--- src/rtl/led_pattern_gen.sv ---
// Multi-channel LED pattern generator: shared prescaler and PWM counter,
// with one led_chan instance per LEDG pin (OFF / ON / BLINK / PWM).

module led_chan #(
  parameter int         PERIOD_W       = 16,
  parameter int         PWM_BITS       = 8,
  parameter int         DEFAULT_PERIOD = 500,
  parameter logic [1:0] RST_MODE       = 2'd0
) (
  input  logic                clk_i,
  input  logic                rst_ni,
  input  logic                tick_i,
  input  logic                sync_i,
  input  logic                we_i,
  input  logic [1:0]          mode_i,
  input  logic [PERIOD_W-1:0] period_i,
  input  logic [PWM_BITS-1:0] duty_i,
  input  logic [PWM_BITS-1:0] pwm_cnt_i,
  output logic                led_o
);
  localparam logic [1:0] M_OFF = 2'd0, M_ON = 2'd1, M_BLINK = 2'd2, M_PWM = 2'd3;

  logic [1:0]          mode_q,   mode_d;
  logic [PERIOD_W-1:0] period_q, period_d;
  logic [PWM_BITS-1:0] duty_q,   duty_d;
  logic [PERIOD_W-1:0] phase_q,  phase_d;
  logic                blink_q,  blink_d;
  logic                led_q,    led_d;
  logic [PERIOD_W-1:0] last_phase;

  // A half-period of 0 behaves as 1, so the last phase is 0 in that case.
  assign last_phase = (period_q == '0) ? '0 : period_q - PERIOD_W'(1);

  // Next-state: a write beats SYNC, SYNC beats a tick, tick only advances BLINK.
  always_comb begin
    mode_d   = mode_q;
    period_d = period_q;
    duty_d   = duty_q;
    phase_d  = phase_q;
    blink_d  = blink_q;
    if (we_i) begin
      mode_d   = mode_i;
      period_d = period_i;
      duty_d   = duty_i;
      phase_d  = '0;
      blink_d  = 1'b1;
    end else if (sync_i) begin
      phase_d  = '0;
      blink_d  = 1'b1;
    end else if (tick_i && mode_q == M_BLINK) begin
      if (phase_q == last_phase) begin
        phase_d = '0;
        blink_d = ~blink_q;
      end else begin
        phase_d = phase_q + PERIOD_W'(1);
      end
    end
  end

  // LED drive is computed from the current state and registered.
  always_comb begin
    led_d = 1'b0;
    case (mode_q)
      M_OFF:   led_d = 1'b0;
      M_ON:    led_d = 1'b1;
      M_BLINK: led_d = blink_q;
      M_PWM:   led_d = (pwm_cnt_i < duty_q);
      default: led_d = 1'b0;
    endcase
  end

  // Channel state registers with synchronous active-low reset.
  always_ff @(posedge clk_i) begin
    if (!rst_ni) begin
      mode_q   <= RST_MODE;
      period_q <= PERIOD_W'(DEFAULT_PERIOD);
      duty_q   <= '0;
      phase_q  <= '0;
      blink_q  <= 1'b1;
      led_q    <= 1'b0;
    end else begin
      mode_q   <= mode_d;
      period_q <= period_d;
      duty_q   <= duty_d;
      phase_q  <= phase_d;
      blink_q  <= blink_d;
      led_q    <= led_d;
    end
  end

  assign led_o = led_q;
endmodule

module led_pattern_gen #(
  parameter int CLK_HZ         = 50_000_000,
  parameter int TICK_HZ        = 1000,
  parameter int NUM_LEDS       = 8,
  parameter int PERIOD_W       = 16,
  parameter int PWM_BITS       = 8,
  parameter int DEFAULT_PERIOD = 500,
  parameter int BOOT_BLINK     = 1,
  localparam int SEL_W         = (NUM_LEDS > 1) ? $clog2(NUM_LEDS) : 1
) (
  input  logic                CLOCK_50,
  input  logic                RESET_N,
  input  logic                CFG_WE,
  input  logic [SEL_W-1:0]    CFG_SEL,
  input  logic [1:0]          CFG_MODE,
  input  logic [PERIOD_W-1:0] CFG_PERIOD,
  input  logic [PWM_BITS-1:0] CFG_DUTY,
  input  logic                SYNC,
  output logic [NUM_LEDS-1:0] LEDG,
  output logic                TICK
);
  localparam int DIV   = CLK_HZ / TICK_HZ;
  localparam int PRE_W = $clog2(DIV);

  logic [PRE_W-1:0]    presc_q, presc_d;
  logic [PWM_BITS-1:0] pwm_q,   pwm_d;
  logic                tick_q;
  logic                tick_evt;

  // The edge that wraps the prescaler is the tick edge for all channels.
  assign tick_evt = (presc_q == PRE_W'(DIV - 1));

  // Shared counters: prescaler wraps at DIV-1, PWM counter free-runs; SYNC clears both.
  always_comb begin
    presc_d = tick_evt ? '0 : presc_q + PRE_W'(1);
    pwm_d   = pwm_q + PWM_BITS'(1);
    if (SYNC) begin
      presc_d = '0;
      pwm_d   = '0;
    end
  end

  // Shared counter registers and the registered TICK pulse.
  always_ff @(posedge CLOCK_50) begin
    if (!RESET_N) begin
      presc_q <= '0;
      pwm_q   <= '0;
      tick_q  <= 1'b0;
    end else begin
      presc_q <= presc_d;
      pwm_q   <= pwm_d;
      tick_q  <= tick_evt;
    end
  end

  assign TICK = tick_q;

  for (genvar i = 0; i < NUM_LEDS; i++) begin : g_chan
    led_chan #(
      .PERIOD_W       (PERIOD_W),
      .PWM_BITS       (PWM_BITS),
      .DEFAULT_PERIOD (DEFAULT_PERIOD),
      .RST_MODE       ((BOOT_BLINK != 0 && i == 0) ? 2'd2 : 2'd0)
    ) u_chan (
      .clk_i     (CLOCK_50),
      .rst_ni    (RESET_N),
      .tick_i    (tick_evt),
      .sync_i    (SYNC),
      .we_i      (CFG_WE && (CFG_SEL == SEL_W'(i))),
      .mode_i    (CFG_MODE),
      .period_i  (CFG_PERIOD),
      .duty_i    (CFG_DUTY),
      .pwm_cnt_i (pwm_q),
      .led_o     (LEDG[i])
    );
  end
endmodule
--- config.mk ---
export PLATFORM = sky130hd
export DESIGN_NAME = led_pattern_gen
export DESIGN_NICKNAME = d
export VERILOG_FILES = /design/src/rtl/led_pattern_gen.sv
export SDC_FILE = /design/constraint.sdc
export NUM_CORES = 1
export LEC_CHECK = 0
export BUFFER_PORTS_ARGS = -buffer_cell sky130_fd_sc_hd__clkbuf_2
export CAP_MARGIN = 40
export CORE_UTILIZATION = 60
export CTS_CLUSTER_SIZE = 25
export DETAILED_ROUTE_END_ITERATION = 10
export PLACE_DENSITY = 0.89
export SLEW_MARGIN = 0
export SYNTH_ARGS = -nofsm -noshare
export SYNTH_HDL_FRONTEND = slang
export SYNTH_SLANG_ARGS = --single-unit
--- constraint.sdc ---
create_clock -name CLOCK_50 -period 4.62 [get_ports CLOCK_50]
set_input_delay 0 -clock CLOCK_50 [delete_from_list [all_inputs] [get_ports CLOCK_50]]
set_output_delay 0 -clock CLOCK_50 [all_outputs]
set_load 0.05 [all_outputs]
# Yosys cells after proc, flatten, opt, wreduce, memory -nomap -nowiden

Index checks and enable logic that the tools add are counted.

Logic and storage cells: 201
Flip-flop bits (word level): 377
Input port bits: 33
Output and inout bits: 9

Order comparisons: 8
Mux-type cells: 24
Reductions and logical operators: 51
Bitwise gates (word level): 9
Eq/ne operators: 40
$add $sub $neg: 18

Operators with widths:

| kind                    | number |
|---|---|
| $mux W16                | 16 |
| $add A16 B1 Y16 const B | 9 |
| $eq A16 B16 Y1          | 8 |
| $logic_not A16 Y1       | 8 |
| $sub A16 B1 Y16 const B | 8 |
| $lt A8 B8 Y1            | 8 |
| $eq A2 B2 Y1 const B    | 16 |
| $pmux W1 S4             | 8 |
| $reduce_or A3 Y1        | 9 |
| $eq A16 B16 Y1 const B  | 1 |
| $eq A2 B1 Y1 const B    | 8 |
| $logic_and A1 B1 Y1     | 16 |
| $logic_not A2 Y1        | 8 |
| $reduce_and A2 Y1       | 8 |
| $eq A3 B3 Y1 const B    | 4 |
| $not A1 Y1              | 9 |
| $add A8 B1 Y8 const B   | 1 |
| $eq A3 B2 Y1 const B    | 2 |
| $eq A3 B1 Y1 const B    | 1 |
| $logic_not A3 Y1        | 1 |
| $reduce_or A2 Y1        | 1 |

# Depth between registers and ports, before layout

Gate-level depths: netlist (run 1).

Depth after elaboration: 4
Mapped depth: 14
Gate-level depth less buffers: 10

# By module

A second synthesis (run 1) with hierarchy kept.

Cells, all modules: 2936
Area total of the unflattened synthesis: 24850.1 um2

Modules (own cells, without submodules):

| module                          | area an instance (um2) | seq. area each (um2) | instances | cells each |
|---|---|---|---|---|
| led_chan (g_chan[1].u_chan ...) | 2962.8                 | 880.8                | 7         | 351 |
| led_chan (g_chan[0].u_chan)     | 2960.3                 | 880.8                | 1         | 351 |
| led_pattern_gen                 | 1149.9                 | 500.5                | 1         | 128 |

# Worst setup path after synthesis (run 1)

Ideal clock, no wire load.

Path kind: register -> register
From: register g_chan[2].u_chan.period_q[0]
To: register g_chan[2].u_chan.phase_q[10]
Data required time: 4.488 ns
Setup time: 0.132 ns
Arrival time: 3.103 ns
Buffers on the path: 3
Setup slack: 1.385 ns
Cell stages (with the launch flop): 14
Period minus slack after synthesis: 3.235 ns
Cells stage by stage: dfxtp_1 > inv_1 > ha_1 > or3b_2 > clkbuf_1 > or4_4 > o31ai_1 > a21oi_1 > a311o_1 > nor4_2 > and2_1 > buf_4 > buf_6 > nor3_1

Word-level cells in the longest chain between the ends: 4
Elaborated cells on any way between the ends: 5
Those cells by class: add/sub (1); eq/ne (1); mux (2); reduce/logical (1)

Ends and longest elaborated chain:

| item                                                 | RTL line | text |
|---|---|---|
| from (decl)                                          | 24       | `logic [PERIOD_W-1:0] period_q, period_d;` |
| from (signal assigned)                               | 76       | `period_q <= PERIOD_W'(DEFAULT_PERIOD);` |
| from (signal assigned)                               | 83       | `period_q <= period_d;` |
| $sub A16 B1 Y16 or $logic_not A16 Y1 (tied branches) | 32       | `assign last_phase = (period_q == '0) ? '0 : period_q - PERIOD_W'(1);` |
| $mux W16 *                                           | 32       |  |
| $eq A16 B16 Y1 *                                     | 51       | `if (phase_q == last_phase) begin` |
| $mux W16 *                                           | 51       |  |
| to (signal assigned)                                 | 85       | `phase_q <= phase_d;` |
| to (decl)                                            | 26       | `logic [PERIOD_W-1:0] phase_q, phase_d;` |

Mark *: on every way between the ends. The rest lies on a longest branch, timed or not.
A chain may end at the register's enable or synchronous reset.

# Worst setup path in the final report (run 1)

From: register g_chan[6].u_chan.period_q[0]
To: register g_chan[6].u_chan.phase_q[15]

Word-level cells in the longest chain between the ends: 4
Elaborated cells on any way between the ends: 5
Those cells by class: add/sub (1); eq/ne (1); mux (2); reduce/logical (1)

Ends and longest elaborated chain:

| item                                                 | RTL line |
|---|---|
| from (decl)                                          | 24 |
| from (signal assigned)                               | 76 |
| from (signal assigned)                               | 83 |
| $sub A16 B1 Y16 or $logic_not A16 Y1 (tied branches) | 32 |
| $mux W16 *                                           | 32 |
| $eq A16 B16 Y1 *                                     | 51 |
| $mux W16 *                                           | 51 |
| to (signal assigned)                                 | 85 |
| to (decl)                                            | 26 |

Marks and branches as above.

==> results of run 1 <==
-- metrics by stage --
stage	hold WS (ns)	instance area (um2)	setup WS, ns	cells
after detailed placement	0.370	22300	0.947	3217
after floorplan	0.268	22100	1.38	2880
after global placement	0.365	22300	1.13	3215
after global routing	0.0525	24000	0.641	3322
after CTS	0.0104	23900	0.945	3317
final	0.0286	24000	0.869	3323
-- synthesized netlist by cell type, types with 7 or more instances --
cell type | instances | area [um2]
nor3b_1 | 8 | 60.1
nand2_1 | 503 | 1890
buf_1 | 10 | 37.5
dfxtp_1 | 377 | 7550
mux2i_1 | 26 | 260
o211ai_1 | 27 | 203
and4_1 | 10 | 87.6
or3_1 | 36 | 225
o31ai_1 | 22 | 165
nor3_1 | 181 | 906
o21a_1 | 18 | 135
nor4b_1 | 8 | 70.1
a211o_1 | 7 | 61.3
o2111ai_1 | 12 | 105
nor2_1 | 163 | 612
o311ai_0 | 7 | 61.3
a211oi_1 | 19 | 143
a31oi_1 | 11 | 68.8
nand3_1 | 119 | 596
nor2b_1 | 18 | 113
nand4_1 | 60 | 375
and3_1 | 39 | 244
and2_1 | 20 | 125
buf_2 | 14 | 70.1
clkbuf_2 | 27 | 135
clkbuf_1 | 125 | 469
xor2_1 | 98 | 858
o21ai_0 | 47 | 235
inv_1 | 126 | 473
or2_2 | 10 | 62.6
or4_1 | 31 | 233
nor4_1 | 52 | 325
a21o_1 | 45 | 338
nand2b_1 | 31 | 194
buf_4 | 10 | 75.1
xnor2_1 | 148 | 1300
ha_1 | 74 | 926
a21oi_1 | 211 | 1060
-- cells in the final DEF (no fill, tap or decap), types with 36 or more instances in the layout --
cell | synthesis | routed
nand3_1 | 119 | 119
xor2_1 | 98 | 98
xnor2_1 | 148 | 148
dfxtp_1 | 377 | 377
nor2_1 | 163 | 162
or3_1 | 36 | 36
clkbuf_2 | 27 | 42
nand4_1 | 60 | 60
ha_1 | 74 | 74
nor3_1 | 181 | 179
nand2_1 | 503 | 503
a21o_1 | 45 | 45
clkbuf_16 | 0 | 42
inv_1 | 126 | 126
o21ai_0 | 47 | 47
a21oi_1 | 211 | 211
nor4_1 | 52 | 52
and3_1 | 39 | 39
-- registers in the layout, indices dropped and copies added, names as in the netlist --
register and flops:
g_chan.u_chan.period_q 128, presc_q 16, TICK 1, g_chan.u_chan.led_o 8, g_chan.u_chan.blink_q 8, g_chan.u_chan.duty_q 64
g_chan.u_chan.mode_q 16, g_chan.u_chan.phase_q 128, pwm_q 8
-- kinds of logic after synthesis --
kind of cell / synth area share, %
adder cells (fa/ha/maj): 4.18
AND/OR/NAND/NOR: 29.6
multiplexers: 1.33
XOR/XNOR: 10.3
AO/OA/AOI/OAI: 14.5
buffers and inverters: 6.01
flip-flops: 34.1
-- repair_timing --
action | CTS | global route
hold buffers | 26 | 0
hold endpoints to repair | 192 | 0
gates resized for setup | 0 | 0
-- per-layer routing --
layer	vias up	GRT usage, %	part of all wire [%]
li1	9973	-	-
met1	9877	41.2	40
met4	0	16.0	4.7
met3	222	5.97	9.3
met2	946	52.9	46
met5	-	0	0
-- critical path, delay by kind of cell, from the launching register on --
kind	cells	cell delay (ns)
buffers and inverters	1	0.10
AO/OA/AOI/OAI	2	0.74
flip-flops	1	0.33
adder cells (fa/ha/maj)	1	0.22
AND/OR/NAND/NOR	6	2.21
-- layout make-up --
| cell class | instances | area [um2] | share of cell area, % |
|---|---|---|---|
| Multi-Input combinational cell | 2184 | 13300 | 55.4 |
| Clock inverter | 16 | 164 | 0.684 |
| Timing Repair Buffer | 95 | 683 | 2.85 |
| Clock buffer | 58 | 1220 | 5.10 |
| Sequential cell | 377 | 7550 | 31.5 |
| Inverter | 127 | 479 | 2.00 |
| Tap cell | 461 | 577 | 2.41 |
| Antenna cell | 5 | 12.5 | 0.0522 |
-- where the power goes --
part	total [mW]	leakage (nW)	switching (mW)	internal, mW
Clock	3.35	0.691	1.39	1.97
Sequential	3.36	3.05	0.0634	3.30
Combinational	0.487	4.43	0.315	0.172
-- final timing paths --
check | startpoint | end | slack (ns)
max | g_chan[6].u_chan.period_q[0] | g_chan[6].u_chan.phase_q[15] | 0.87
min reg2reg | g_chan[1].u_chan.duty_q[6] | g_chan[1].u_chan.duty_q[6] | 0.45
min | CFG_SEL[1] | g_chan[2].u_chan.duty_q[0] | 0.03
max reg2reg | g_chan[6].u_chan.period_q[0] | g_chan[6].u_chan.phase_q[15] | 0.87
==> metrics.csv, run 1 <==
stage,metric,value,unit
critical_path,required,5.04,ns
floorplanning,fp.coreArea,35900,um2
synth,synth_edf_count,0,
global_routing,grt_pass1_vias,20000,
critical_path,path_cells,inv_1 -> ha_1 -> or4b_1 -> nor4_1 -> nor3_1 -> a2111oi_1 -> nand4_1 -> a2111oi_2 -> and3_1 -> nor3_1,
timing,finalSetupViolCount,0,
synth,syn-num-nets,2987,
layout,nFillCells,2899,
critical_path,slowest_stage,nor4_1,
min_path,holdCritPathClass,in2reg,
min_path,min_path_cells,5,
pwr,leakage,8.17,nW
timing,fmax,0.267,GHz
cts,htreeDepth,2,
placed_design,hpwl,41600,um
outcome,status,"complete, no violations",
timing,tightestPinTransition,0.933,ns
layout,fin_util,66.7,%
floorplanning,num_rows,69,
floorplanning,die_h,194,um
critical_path,ff2ff_path_depth,10,
timing,slew_headroom,37.8,%
detailed_routing,ant_nets,0,
cts,cts.sinks,377,
global_routing,track_usage,32.4,%
cts,clk_latency,0.58,ns
critical_path,cp-end-kind,register,
global_routing,grt_first_pass_wirelength,100000,um
cts,numCtsBuffers,42,
cts,cts_setup_buffers,0,
cts,clockBufferDepth,3,
critical_path,crit_top_cell,nor3_1,
synth,synthFlopType,dfxtp_1,
layout,nets,2934,
placed_design,portBuffers,41,
layout,area_delta_synth_final,8.21,%
detailed_routing,routed-via-count,21000,
pwr,power.density,301,nW/um2
global_routing,antenna_found_initial,4,
detailed_routing,drc,0,
detailed_routing,via_per_inst,6.33,
timing,fin_crit_sh,81.2,%
pwr,ir_drop,0.378,mV
floorplanning,initial_core_util,61.7,%
detailed_routing,drtPass1Iterations,5,
detailed_routing,dr.first_iter.drc_count,1964,
timing,tns,0,ns
cts,clockRootBuffer,clkbuf_16,
timing,hold_viol,0,
timing,rsz0062_at_grt,false,
floorplanning,die_w,194,um
placed_design,gp_congestion,0.965,
detailed_routing,routed_wl,61500,um
layout,drive_gt1_share,6.20,%
flow_run,cap_violations,0,
synth,synth_cells,2880,
floorplanning,io_pins,42,
synth,synthesis.area,22100,um2
critical_path,slowest_delay,0.68,ns
detailed_routing,wire_per_inst,18.5,um
cts,cts_tree,done,
synth,ys_ff_latch,377,
synth,synthArstFlopShare,0,%
floorplanning,die_area,37700,um2
synth,synth_cell_types,88,
timing,slew_violations,0,
critical_path,path_max_fanout,16,
critical_path,start_kind,register,
synth,avgSynthCellArea,7.69,um2
synth,ys_warn_count,0,
synth,synth-seq-area-share,34.1,%
critical_path,path_class,reg2reg,
cts,cts.clk_slew.worst_paths,0.06,ns
timing,min_period,3.75,ns
global_routing,grt.overflow.total,0,
timing,finClkSkew,0.0240,ns
global_routing,grt_start_max_net_pins,87,
pwr,p_total,7.20,mW
critical_path,worstPathArrival,4.17,ns
No activity file was read; power rests on OpenSTA's default activity.
==> inputs of run 2 (changes only) <==
==> constraint.sdc (replaced) <==
create_clock -name CLOCK_50 -period 3.6 [get_ports CLOCK_50]
set_input_delay 0 -clock CLOCK_50 [delete_from_list [all_inputs] [get_ports CLOCK_50]]
set_output_delay 0 -clock CLOCK_50 [all_outputs]
set_load 0.05 [all_outputs]
==> metrics.csv, run 2 (synthesized netlist as in run 1, its figures left out) <==
stage,metric,value,unit,change
outcome,status,"complete, no violations",,unchanged
pwr,power_switching_share,24.7,%,was 24.5%
detailed_routing,drtPass1Iterations,8,,was 5
timing,rsz0062_at_grt,false,,unchanged
timing,whs,0.0712,ns,was 0.0286 ns
min_path,hp-start,CFG_WE,,was CFG_SEL[1]
floorplanning,die_h,194,um,unchanged
cts,cts.sinks,377,,unchanged
placed_design,hpwl,41600,um,about the same
layout,drive_gt1_share,6.74,%,was 6.20%
critical_path,start_kind,register,,unchanged
pwr,pwr-share-seq,47.8,%,was 46.7%
critical_path,ff2ff_path_depth,11,,was 10
pwr,power.density,375,nW/um2,was 301 nW/um2
floorplanning,initial_core_util,61.7,%,unchanged
detailed_routing,wire_per_inst,18.4,um,was 18.5 um
global_routing,antenna_found_initial,4,,unchanged
layout,layout_common_cells,"nand2_1 (503), dfxtp_1 (377), a21oi_1 (211)",,unchanged
cts,htreeDepth,2,,unchanged
cts,numCtsBuffers,41,,was 42
global_routing,grt_start_max_net_pins,169,,was 87
detailed_routing,routed-via-count,21000,,about the same
timing,fmax,0.297,GHz,was 0.267 GHz
critical_path,reg2reg_from,g_chan[2].u_chan.period_q[0],,was g_chan[6].u_chan.period_q[0]
layout,nets,2957,,was 2934
global_routing,grt_pass1_vias,20100,,was 20000
layout,fin_cells,3345,,was 3323
detailed_routing,ant_nets,0,,unchanged
critical_path,required,4.01,ns,was 5.04 ns
detailed_routing,via_per_inst,6.27,,was 6.33
pwr,switchingPower,2.23,mW,was 1.77 mW
placed_design,gp_congestion,0.983,,was 0.965
flow_run,cap_violations,0,,unchanged
floorplanning,num_rows,69,,unchanged
critical_path,worstPathArrival,3.78,ns,was 4.17 ns
pwr,ir_drop,0.418,mV,was 0.378 mV
cts,cts_tree,done,,unchanged
global_routing,track_usage,32.3,%,was 32.4%
detailed_routing,routed_wl,61600,um,was 61500 um
pwr,comb_power_share,7.0,%,was 6.8%
detailed_routing,dr.first_iter.drc_count,2074,,was 1964
cts,cts_setup_buffers,0,,unchanged
timing,tns,0,ns,unchanged
timing,tightestPinTransition,0.826,ns,was 0.933 ns
pwr,p_int,6.81,mW,was 5.44 mW
floorplanning,die_w,194,um,unchanged
placed_design,portBuffers,41,,unchanged
detailed_routing,drc,0,,unchanged
timing,min_period,3.37,ns,was 3.75 ns
timing,finClkSkew,0.0172,ns,was 0.0240 ns
timing,slew_headroom,44.4,%,was 37.8%
timing,fin_crit_sh,93.6,%,was 81.2%
placed_design,pre_cts_slack,0.119,ns,was 0.947 ns
critical_path,path_max_fanout,16,,unchanged
critical_path,worst_r2r_endpoint,g_chan[2].u_chan.phase_q[1],,was g_chan[6].u_chan.phase_q[15]
min_path,min_path_cells,5,,unchanged
min_path,holdCritPathClass,in2reg,,unchanged
timing,fin_ws,0.230,ns,was 0.869 ns
critical_path,rrSetupSlack,0.23,ns,was 0.87 ns
timing,hold_viol,0,,unchanged
layout,area_delta_synth_final,8.76,%,was 8.21%
layout,top_regs,"g_chan.u_chan.period_q (128), g_chan.u_chan.phase_q (128), g_chan.u_chan.duty_q (64)",,unchanged
pwr,pwr-share-clk,45.2,%,was 46.6%
cts,cts.clk_slew.worst_paths,0.06,ns,about the same
floorplanning,io_pins,42,,unchanged
cts,clockRootBuffer,clkbuf_16,,unchanged
critical_path,path_class,reg2reg,,unchanged
timing,slew_violations,0,,unchanged
layout,nFillCells,2860,,was 2899
floorplanning,fp.coreArea,35900,um2,unchanged
pwr,leakage,8.22,nW,was 8.17 nW
min_path,hold_end,g_chan[2].u_chan.duty_q[0],,unchanged
cts,clk_latency,0.57,ns,was 0.58 ns
floorplanning,die_area,37700,um2,unchanged
critical_path,cp-end-kind,register,,unchanged
placed_design,dp.cells,3237,,was 3217
global_routing,grt_first_pass_wirelength,100000,um,about the same
cts,clockBufferDepth,3,,unchanged
global_routing,grt.overflow.total,0,,unchanged
timing,finalSetupViolCount,0,,unchanged
layout,layout_commonest_cell,nand2_1,,unchanged
[run 2: cell count changes in the layout (fill, tap and decap cells not counted), sizes merged]
cell	previous run	this run
buf	26	47
bufinv	2	1
clkdlybuf4s18	1	0
clkinv	11	8
clkinvlp	0	3
dlygate4sd3	26	30
inv	130	129
[run 2: power by group through the flow]
stage	clock, mW	combinational (mW)	sequential (mW)
2_1_floorplan	0	0.442	4.37
3_3_place_gp	0	0.561	4.40
3_5_place_dp	0	0.581	4.40
4_1_cts	4.12	0.615	4.31
5_1_grt	4.28	0.682	4.32
6_report	4.08	0.636	4.32
[run 2: what timing repair did]
item	in CTS	in global routing
hold endpoints to repair	198	0
resized for setup	0	6
setup endpoints to repair	0	49
hold buffers	30	0
[run 2: worst max path at each step]
stage                                       from                           end  slack (ns)  cells past startpoint
floorplan           g_chan[2].u_chan.period_q[0]  g_chan[2].u_chan.phase_q[10]        0.36                     13
global placement    g_chan[6].u_chan.period_q[0]  g_chan[6].u_chan.phase_q[15]        0.26                      9
detailed placement  g_chan[6].u_chan.period_q[0]  g_chan[6].u_chan.phase_q[12]        0.12                      9
CTS                 g_chan[6].u_chan.period_q[0]  g_chan[6].u_chan.phase_q[12]        0.08                      9
global route        g_chan[6].u_chan.period_q[0]      g_chan[6].u_chan.blink_q        0.03                      9
finish              g_chan[2].u_chan.period_q[0]   g_chan[2].u_chan.phase_q[1]        0.23                     11
[run 2: layout make-up]
| class | instances | area, um2 | share of cell area (%) |
|---|---|---|---|
| clock inverters | 14 | 114 | 0.473 |
| flip-flops and latches | 377 | 7550 | 31.3 |
| clock buffers | 58 | 1170 | 4.87 |
| well taps | 461 | 577 | 2.39 |
| repair buffers | 119 | 883 | 3.67 |
| diodes | 5 | 12.5 | 0.0520 |
| inverters | 127 | 479 | 1.99 |
| multi-input cells | 2184 | 13300 | 55.2 |
[run 2: critical path, cell delays in order, from the launching register on]
cell and delay (ns):
dfxtp_1 0.37, inv_1 0.11, ha_2 0.25, or3b_2 0.55, or4_1 0.45, and3_1 0.19
a2111oi_0 0.38, o2111ai_1 0.21, nor4_2 0.26, and2_1 0.17, buf_4 0.20, nor3_1 0.08
[run 2: routing by layer]
layer / wire, um / up-vias / global-route usage [%]
li1: - / 10000 / -
met1: 24500 / 9855 / 40.8
met2: 28000 / 892 / 52.2
met3: 5910 / 212 / 5.62
met4: 3180 / 0 / 17.7
met5: 0 / - / 0
[run 2: through the flow]
stage          power (mW)  area (um2)  utilization, %
5_1_grt              9.29       24100            67.1
4_1_cts              9.05       24000            67.0
6_report             9.04       24100            67.1
3_5_place_dp         4.99       22500            62.5
3_3_place_gp         4.96       22400            62.5
2_1_floorplan        4.81       22100               -
